<file path="src/rtl/pipe_hazard_ctrl.sv">
// -----------------------------------------------------------------------------
// pipe_hazard_ctrl
//
// Pipeline control unit for the 5-stage lw/sw datapath. It tracks in-flight
// register writes in the EX, MEM and WB stages, detects read-after-write
// hazards against the instruction in ID, and drives the PC and pipeline
// register enables. It also inserts bubbles into ID/EX, freezes on
// data-memory wait or host halt, and counts stall cycles.
//
// Build option:
//   PIPE_FWD_EN - datapath has EX/MEM-to-EX forwarding; only a load sitting in
//                 EX can hazard. Undefined: the full EX/MEM/WB scoreboard stalls.
//
// Parameters:
//   CNT_W       - width of the saturating stall counter
//
// Ports:
//   clk, rst_n           - clock, asynchronous active-low reset
//   run                  - host run enable (0 freezes the pipeline)
//   mem_busy             - data memory not ready (freezes the pipeline)
//   cnt_clr              - synchronous clear of stall_cnt
//   id_valid             - ID holds a real instruction
//   id_use_rs0/rs1       - instruction reads rs0 / rs1
//   id_rs0, id_rs1       - source register addresses
//   id_wreg_en           - instruction writes a register
//   id_mem_rd            - instruction is a load
//   id_wreg              - destination register
//   en_pc .. en_mem      - enables for PC, IF/ID, ID/EX, EX/MEM, MEM/WB
//   bubble_id            - ID/EX loads a bubble this cycle
//   state                - condition of the previous cycle (debug view)
//   stall_cnt            - cycles spent in RAW or MEM_WAIT, saturating
//
// Handshake note: there is no valid/ready pair here. en_id acts as the
// "ready" for the ID stage: an instruction in ID is consumed at the clock
// edge in which the condition is RUN; in RAW it stays in ID and ID/EX takes
// a bubble; in HALT and MEM_WAIT nothing moves.
// -----------------------------------------------------------------------------
module pipe_hazard_ctrl #(
  parameter int CNT_W = 16
) (
  input  logic             clk,
  input  logic             rst_n,
  input  logic             run,
  input  logic             mem_busy,
  input  logic             cnt_clr,
  input  logic             id_valid,
  input  logic             id_use_rs0,
  input  logic             id_use_rs1,
  input  logic [3:0]       id_rs0,
  input  logic [3:0]       id_rs1,
  input  logic             id_wreg_en,
  input  logic             id_mem_rd,
  input  logic [3:0]       id_wreg,
  output logic             en_pc,
  output logic             en_if,
  output logic             en_id,
  output logic             en_ex,
  output logic             en_mem,
  output logic             bubble_id,
  output logic [1:0]       state,
  output logic [CNT_W-1:0] stall_cnt
);

  typedef enum logic [1:0] {
    C_HALT     = 2'd0,
    C_RUN      = 2'd1,
    C_RAW      = 2'd2,
    C_MEM_WAIT = 2'd3
  } cond_t;

  typedef struct packed {
    logic       v;
    logic [3:0] wreg;
    logic       load;
  } slot_t;

  slot_t ex_q, mem_q, wb_q;
  cond_t cond, state_q;
  logic  hazard;

  // A slot matches when it holds a valid write to a register ID reads.
  function automatic logic slot_match(input slot_t s);
    return s.v && id_valid &&
           ((id_use_rs0 && (s.wreg == id_rs0)) ||
            (id_use_rs1 && (s.wreg == id_rs1)));
  endfunction

`ifdef PIPE_FWD_EN
  // Forwarding covers everything except a load still in EX: its data only
  // exists after MEM, so the consumer waits exactly one cycle.
  assign hazard = slot_match(ex_q) && ex_q.load;

  // MEM/WB load bits are kept for a complete pipeline picture but not read.
  logic unused_load;
  assign unused_load = mem_q.load ^ wb_q.load;
`else
  // No forwarding and no write-bypass in the register file: ID waits until
  // the producer has left WB.
  assign hazard = slot_match(ex_q) || slot_match(mem_q) || slot_match(wb_q);

  logic unused_load;
  assign unused_load = ex_q.load ^ mem_q.load ^ wb_q.load;
`endif

  // Condition and enables, zero latency from inputs and scoreboard.
  always_comb begin
    cond      = C_RUN;
    en_pc     = 1'b1;
    en_if     = 1'b1;
    en_id     = 1'b1;
    en_ex     = 1'b1;
    en_mem    = 1'b1;
    bubble_id = 1'b0;
    if (!run) begin
      cond   = C_HALT;
      en_pc  = 1'b0;
      en_if  = 1'b0;
      en_id  = 1'b0;
      en_ex  = 1'b0;
      en_mem = 1'b0;
    end else if (mem_busy) begin
      cond   = C_MEM_WAIT;
      en_pc  = 1'b0;
      en_if  = 1'b0;
      en_id  = 1'b0;
      en_ex  = 1'b0;
      en_mem = 1'b0;
    end else if (hazard) begin
      // Hold PC and IF/ID, let the back end drain, inject a bubble.
      cond      = C_RAW;
      en_pc     = 1'b0;
      en_if     = 1'b0;
      bubble_id = 1'b1;
    end
  end

  // Scoreboard shifts with the pipeline; a RAW cycle shifts in a bubble.
  always_ff @(posedge clk or negedge rst_n) begin
    if (!rst_n) begin
      ex_q  <= '0;
      mem_q <= '0;
      wb_q  <= '0;
    end else begin
      case (cond)
        C_RUN: begin
          wb_q  <= mem_q;
          mem_q <= ex_q;
          ex_q  <= '{v: id_valid & id_wreg_en, wreg: id_wreg, load: id_mem_rd};
        end
        C_RAW: begin
          wb_q   <= mem_q;
          mem_q  <= ex_q;
          ex_q.v <= 1'b0;
        end
        default: ;  // HALT and MEM_WAIT hold every slot
      endcase
    end
  end

  always_ff @(posedge clk or negedge rst_n) begin
    if (!rst_n) state_q <= C_HALT;
    else        state_q <= cond;
  end

  assign state = state_q;

  // Clear wins over increment; increment stops at all-ones.
  always_ff @(posedge clk or negedge rst_n) begin
    if (!rst_n) begin
      stall_cnt <= '0;
    end else if (cnt_clr) begin
      stall_cnt <= '0;
    end else if (((cond == C_RAW) || (cond == C_MEM_WAIT)) && (stall_cnt != '1)) begin
      stall_cnt <= stall_cnt + 1'b1;
    end
  end

endmodule

</file>
<file path="config.mk">
export PLATFORM = sky130hd
export DESIGN_NAME = pipe_hazard_ctrl
export DESIGN_NICKNAME = d
export VERILOG_FILES = /design/src/rtl/pipe_hazard_ctrl.sv
export SDC_FILE = /design/constraint.sdc
export NUM_CORES = 1
export LEC_CHECK = 0
export BUFFER_PORTS_ARGS = -buffer_cell sky130_fd_sc_hd__buf_2
export CAP_MARGIN = 40
export CORE_ASPECT_RATIO = 2
export CORE_UTILIZATION = 40
export DETAILED_ROUTE_END_ITERATION = 10
export PLACE_DENSITY = 0.61
export SYNTH_ARGS = -nofsm -noshare
export SYNTH_HDL_FRONTEND = slang
export SYNTH_SLANG_ARGS = --single-unit
</file>
<file path="constraint.sdc">
create_clock -name clk -period 4.55 [get_ports clk]
set_input_delay 0.6825 -clock clk [delete_from_list [all_inputs] [get_ports clk]]
set_output_delay 0.6825 -clock clk [all_outputs]
set_load 0.05 [all_outputs]
</file>
* Yosys cells after proc, flatten, opt, wreduce, memory -nomap -nowiden
Cells that the tools add are included.
** Operators by class
- Multiplexer cells :: 14
- $add $sub $neg :: 1
- Equal/unequal tests :: 10
- Reduce and logical (&&, ||, !) cells :: 22
- Bitwise gates (word level) :: 1
** Operators by type and width (number)
- $mux W16 :: 2
- $eq A4 B4 Y1 :: 6
- $add A16 B1 Y16 const B :: 1
- $ne A16 B16 Y1 const B :: 1
- $logic_and A1 B1 Y1 :: 13
- $mux W1 :: 8
- $logic_or A1 B1 Y1 :: 6
- $mux W2 :: 3
- $eq A2 B2 Y1 const B :: 2
- $reduce_bool A2 Y1 :: 2
- $eq A2 B1 Y1 const B :: 1
- $pmux W1 S2 :: 1
- $reduce_or A2 Y1 :: 1
- $and A1 B1 Y1 :: 1
** Storage, ports and cells
- Bits in registers :: 33
- Logic and storage cells :: 56
- Bits of input ports :: 22

* Longest topological paths before layout
- Depth after elaboration :: 14
- Gate-level depth with buffers :: 9

* Worst setup path before layout
OpenSTA, ideal clock, no wires.
- Path type :: input to output
- Start :: input port id_rs0[0]
- End :: output port en_pc
- Required time :: 3.868 ns
- Data arrival time :: 2.237 ns
- Cell stages on the path :: 7
- Path slack :: 1.631 ns
- Path through :: xor2_1 or4_4 o41ai_4 nor2_2 nand2_1 inv_1 buf_4
** Between the ends
- Longest elaborated chain between the ends :: 9
** Ends and longest elaborated chain
- from (decl) :: line 49 : input logic [3:0] id_rs0,
- $eq A4 B4 Y1 :: line 84 : ((id_use_rs0 && (s.wreg == id_rs0)) ||
- $logic_and A1 B1 Y1 :: line 84
- $logic_or A1 B1 Y1 :: line 84
- $logic_and A1 B1 Y1 :: line 83 : return s.v && id_valid &&
- $logic_or A1 B1 Y1 :: line 99 : assign hazard = slot_match(ex_q) || slot_match(mem_q) || slot_match(wb_q);
- $logic_or A1 B1 Y1 (*) :: line 99
- $mux W1 (*) (3 in series)
- to (decl) :: line 54 : output logic en_pc,
Mark *: on every way between the ends. The rest lies on a longest branch, timed or not.

* Worst setup path after layout
- Start :: input port id_rs1[0]
- End :: output port en_if
** Between the ends
- Longest elaborated chain between the ends :: 9
** Ends and longest elaborated chain
- from (decl) :: line 50 : input logic [3:0] id_rs1,
- $eq A4 B4 Y1 :: line 85 : (id_use_rs1 && (s.wreg == id_rs1)));
- $logic_and A1 B1 Y1 :: line 85
- $logic_or A1 B1 Y1 :: line 84
- $logic_and A1 B1 Y1 :: line 83
- $logic_or A1 B1 Y1 :: line 99
- $logic_or A1 B1 Y1 (*) :: line 99
- $mux W1 (*) :: line 128 : end else if (hazard) begin
- $mux W1 (*) :: line 121 : end else if (mem_busy) begin
- $mux W1 (*) :: line 114 : if (!run) begin
- to (decl) :: line 55 : output logic en_if,
Marked as above.

==> impl_metrics.csv <==
group,metric,value,unit
run_status,status,"finished clean",
floorplan,fp.coreArea,4550,um^2
job,maxCapViolCount,0,
synthesis,synthFlopType,"dfrtp_1",
synthesis,synth_edf_count,0,
sta,rsz0062_at_grt,"false",
synthesis,ys_top_cells_by_count,"nand2_1 (43), dfrtp_1 (33), xor2_1 (19)",
synthesis,synth_top_family_by_area,"simple AND/OR/NAND/NOR gates",
placed_design,place_hpwl,3310,um
layout,area_growth,16.8,%
worst_hold_path,min_path_type,"input port to asynchronous set/reset pin",
synthesis,syn_nets,225,
power_and_ir_drop,design_power_total,0.684,mW
global_route,overflow,0,
synthesis,synth-seq-cells,33,
layout,final_core_util,0.484,
synthesis,synth_most_common_cell,"nand2_1",
global_route,grt_use_total,0.193,
clock_network,insertion_delay,280,ps
routing,vias,1600,
placed_design,gp_congestion,0.792,
sta,setup_tns,0,ps
power_and_ir_drop,ir_drop,0.161,mV
floorplan,start_util,0.415,
synthesis,yosysWarnings,0,
sta,fin_ws,1490,ps
clock_network,clockBufferDepth,2,
sta,setup_viol,0,
floorplan,die_h,99.2,um
power_and_ir_drop,leakage,1.08,nW
sta,min_period,3060,ps
sta,slew_violations,0,
routing,route.detailed.drc,0,
critical_path,worst_r2r_path_depth,8,
clock_network,cts-root-buf,"clkbuf_8",
synthesis,seq_area_frac_synth,0.437,
synthesis,syn_avg_cell_area,9.35,um^2
critical_path,path_class,"input port to output pin",
layout,antenna_cells,0,
sta,fin_crit_sh,0.674,
layout,fin_nets,268,
sta,finClkSkew,6.60,ps
synthesis,synth_xor_xnor_area_share,0.116,
synthesis,synth_simple_gate_area_frac,0.225,
critical_path,start_kind,"input port",
routing,drt_iter0_drc,29,
floorplan,rows,35,
sta,maxSlewHeadroom,0.497,
routing,post_drt_wl_per_cell,14.7,um
critical_path,worstSetupEndpointType,"output pin",
routing,drt_wl_total,4390,um
critical_path,arrival,2380,ps
routing,drt_first_pass_iters,4,
synthesis,synth.area.mux_share,0.0351,
synthesis,synth_top_area_cell,"dfrtp_1",
synthesis,async_flop_share,1.00,
synthesis,synth.top_cell.area_share,0.437,
synthesis,synth_cells,202,
clock_network,cts_tree,"built",
clock_network,cts_resized,0,
sta,hold_viol,0,
global_route,grt_pass1_vias,1526,
placed_design,place_ws,1470,ps
synthesis,yosys-top-cells-area,"dfrtp_1 (44%), xor2_1 (8.8%), nand2_1 (8.5%)",
synthesis,yosysUniqueCellTypes,35,
critical_path,crit_required,3870,ps
layout,instances_no_fill,299,
floorplan,die_area,5020,um^2
global_route,antenna_found_initial,0,
clock_network,cts_buffers,5,
layout,fillCellCount,474,
routing,drt-vias-per-instance,5.35,
placed_design,portBuffers,44,
clock_network,htreeDepth,2,
synthesis,synth_fa_ha_area_frac,0.00663,
floorplan,io_pins,46,
clock_network,numClockSinks,33,
synthesis,synth_compound_gate_area_share,0.128,
layout,layout-drive-gt1-share,0.258,
clock_network,clk_pin_slew,70,ps
power_and_ir_drop,p_per_area,310,nW/um^2
global_route,grt_pass1_wl,7260,um
critical_path,worst-path-max-fanout,6,
routing,final_antenna_net_count,0,
floorplan,die_x,50.6,um
sta,worst_pin_slew,755,ps
clock_network,ctsHoldBuffers,0,
clock_network,cts_setup_buffers,0,
sta,max_freq,326,MHz
global_route,grt_max_degree,34,
placed_design,dp_cells,293,
synthesis,synth_area,1890,um^2
==> path summary, 6_finish.rpt <==
kind / from / end / slack [ps]
max: id_rs1[0] / en_if / 1490
min: rst_n / stall_cnt[5]$_DFFE_PN0P_ / 470
max reg2reg: stall_cnt[0]$_DFFE_PN0P_ / stall_cnt[9]$_DFFE_PN0P_ / 2280
min reg2reg: ex_q[5]$_DFFE_PN0P_ / mem_q[5]$_DFFE_PN0P_ / 540
max in group asynchronous: rst_n / stall_cnt[13]$_DFFE_PN0P_ / 3590
min in group clk: ex_q[5]$_DFFE_PN0P_ / mem_q[5]$_DFFE_PN0P_ / 540
==> stage by stage <==
stage / cell area [um^2] / hold WS [ps]
detailed placement: 2130 / 516
global placement: 2120 / 510
floorplan: 1890 / 387
finish: 2210 / 473
CTS: 2210 / 484
global route: 2210 / 534
==> final cells by class <==
cell class                      count  area (um^2)  share of cell area
Clock inverter                      1         5.00             0.00227
Clock buffer                        5         68.8              0.0312
Timing Repair Buffer               45          235               0.107
Multi-Input combinational cell    150          965               0.437
Sequential cell                    33          826               0.374
Inverter                           10         37.5              0.0170
Tap cell                           55         68.8              0.0312
==> power by group <==
part | switching [mW] | total [mW] | internal (mW)
sequential | 0.0323 | 0.351 | 0.319
combinational | 0.0839 | 0.136 | 0.0518
clock | 0.0971 | 0.198 | 0.100
==> placed cells by master, fill, tap and decap left out, types with 5 or more instances in the layout <==
cell type,instances
buf_2,44
nand2_1,43
dfrtp_1,33
xor2_1,19
a21oi_1,11
inv_1,10
nand4_1,8
nor2_1,8
or3_1,8
xnor2_1,6
o21ai_1,6
or4_1,5
clkbuf_8,5
==> layer usage <==
layer | global-route usage | share of wire | vias up
met1 | 0.206 | 0.38 | 774
met2 | 0.361 | 0.57 | 35
li1 | - | - | 783
met3 | 0.0245 | 0.031 | 8
met5 | 0 | 0 | -
met4 | 0.0919 | 0.021 | 0
==> kinds of logic (layout without fill, tap and decap cells) <==
logic type	after synthesis	after routing
AO/OA/AOI/OAI	31	31
XOR/XNOR	25	25
adder cells (fa/ha/maj)	1	1
buffers and inverters	19	61
flip-flops	33	33
multiplexers	6	6
AND/OR/NAND/NOR	87	87
==> critical path: stages <==
cell and delay, ps:
buf_2 130, xor2_1 160, nor3_1 220, nand4_1 140, a41oi_2 340, nor2_2 130
nand2_1 270, inv_1 80, buf_2 220
==> registers in the layout, summed over array words and instances (netlist names) <==
signal     count
ex_q           5
wb_q           5
mem_q          5
stall_cnt     16
state          2
(Power assumes the default switching activity.)
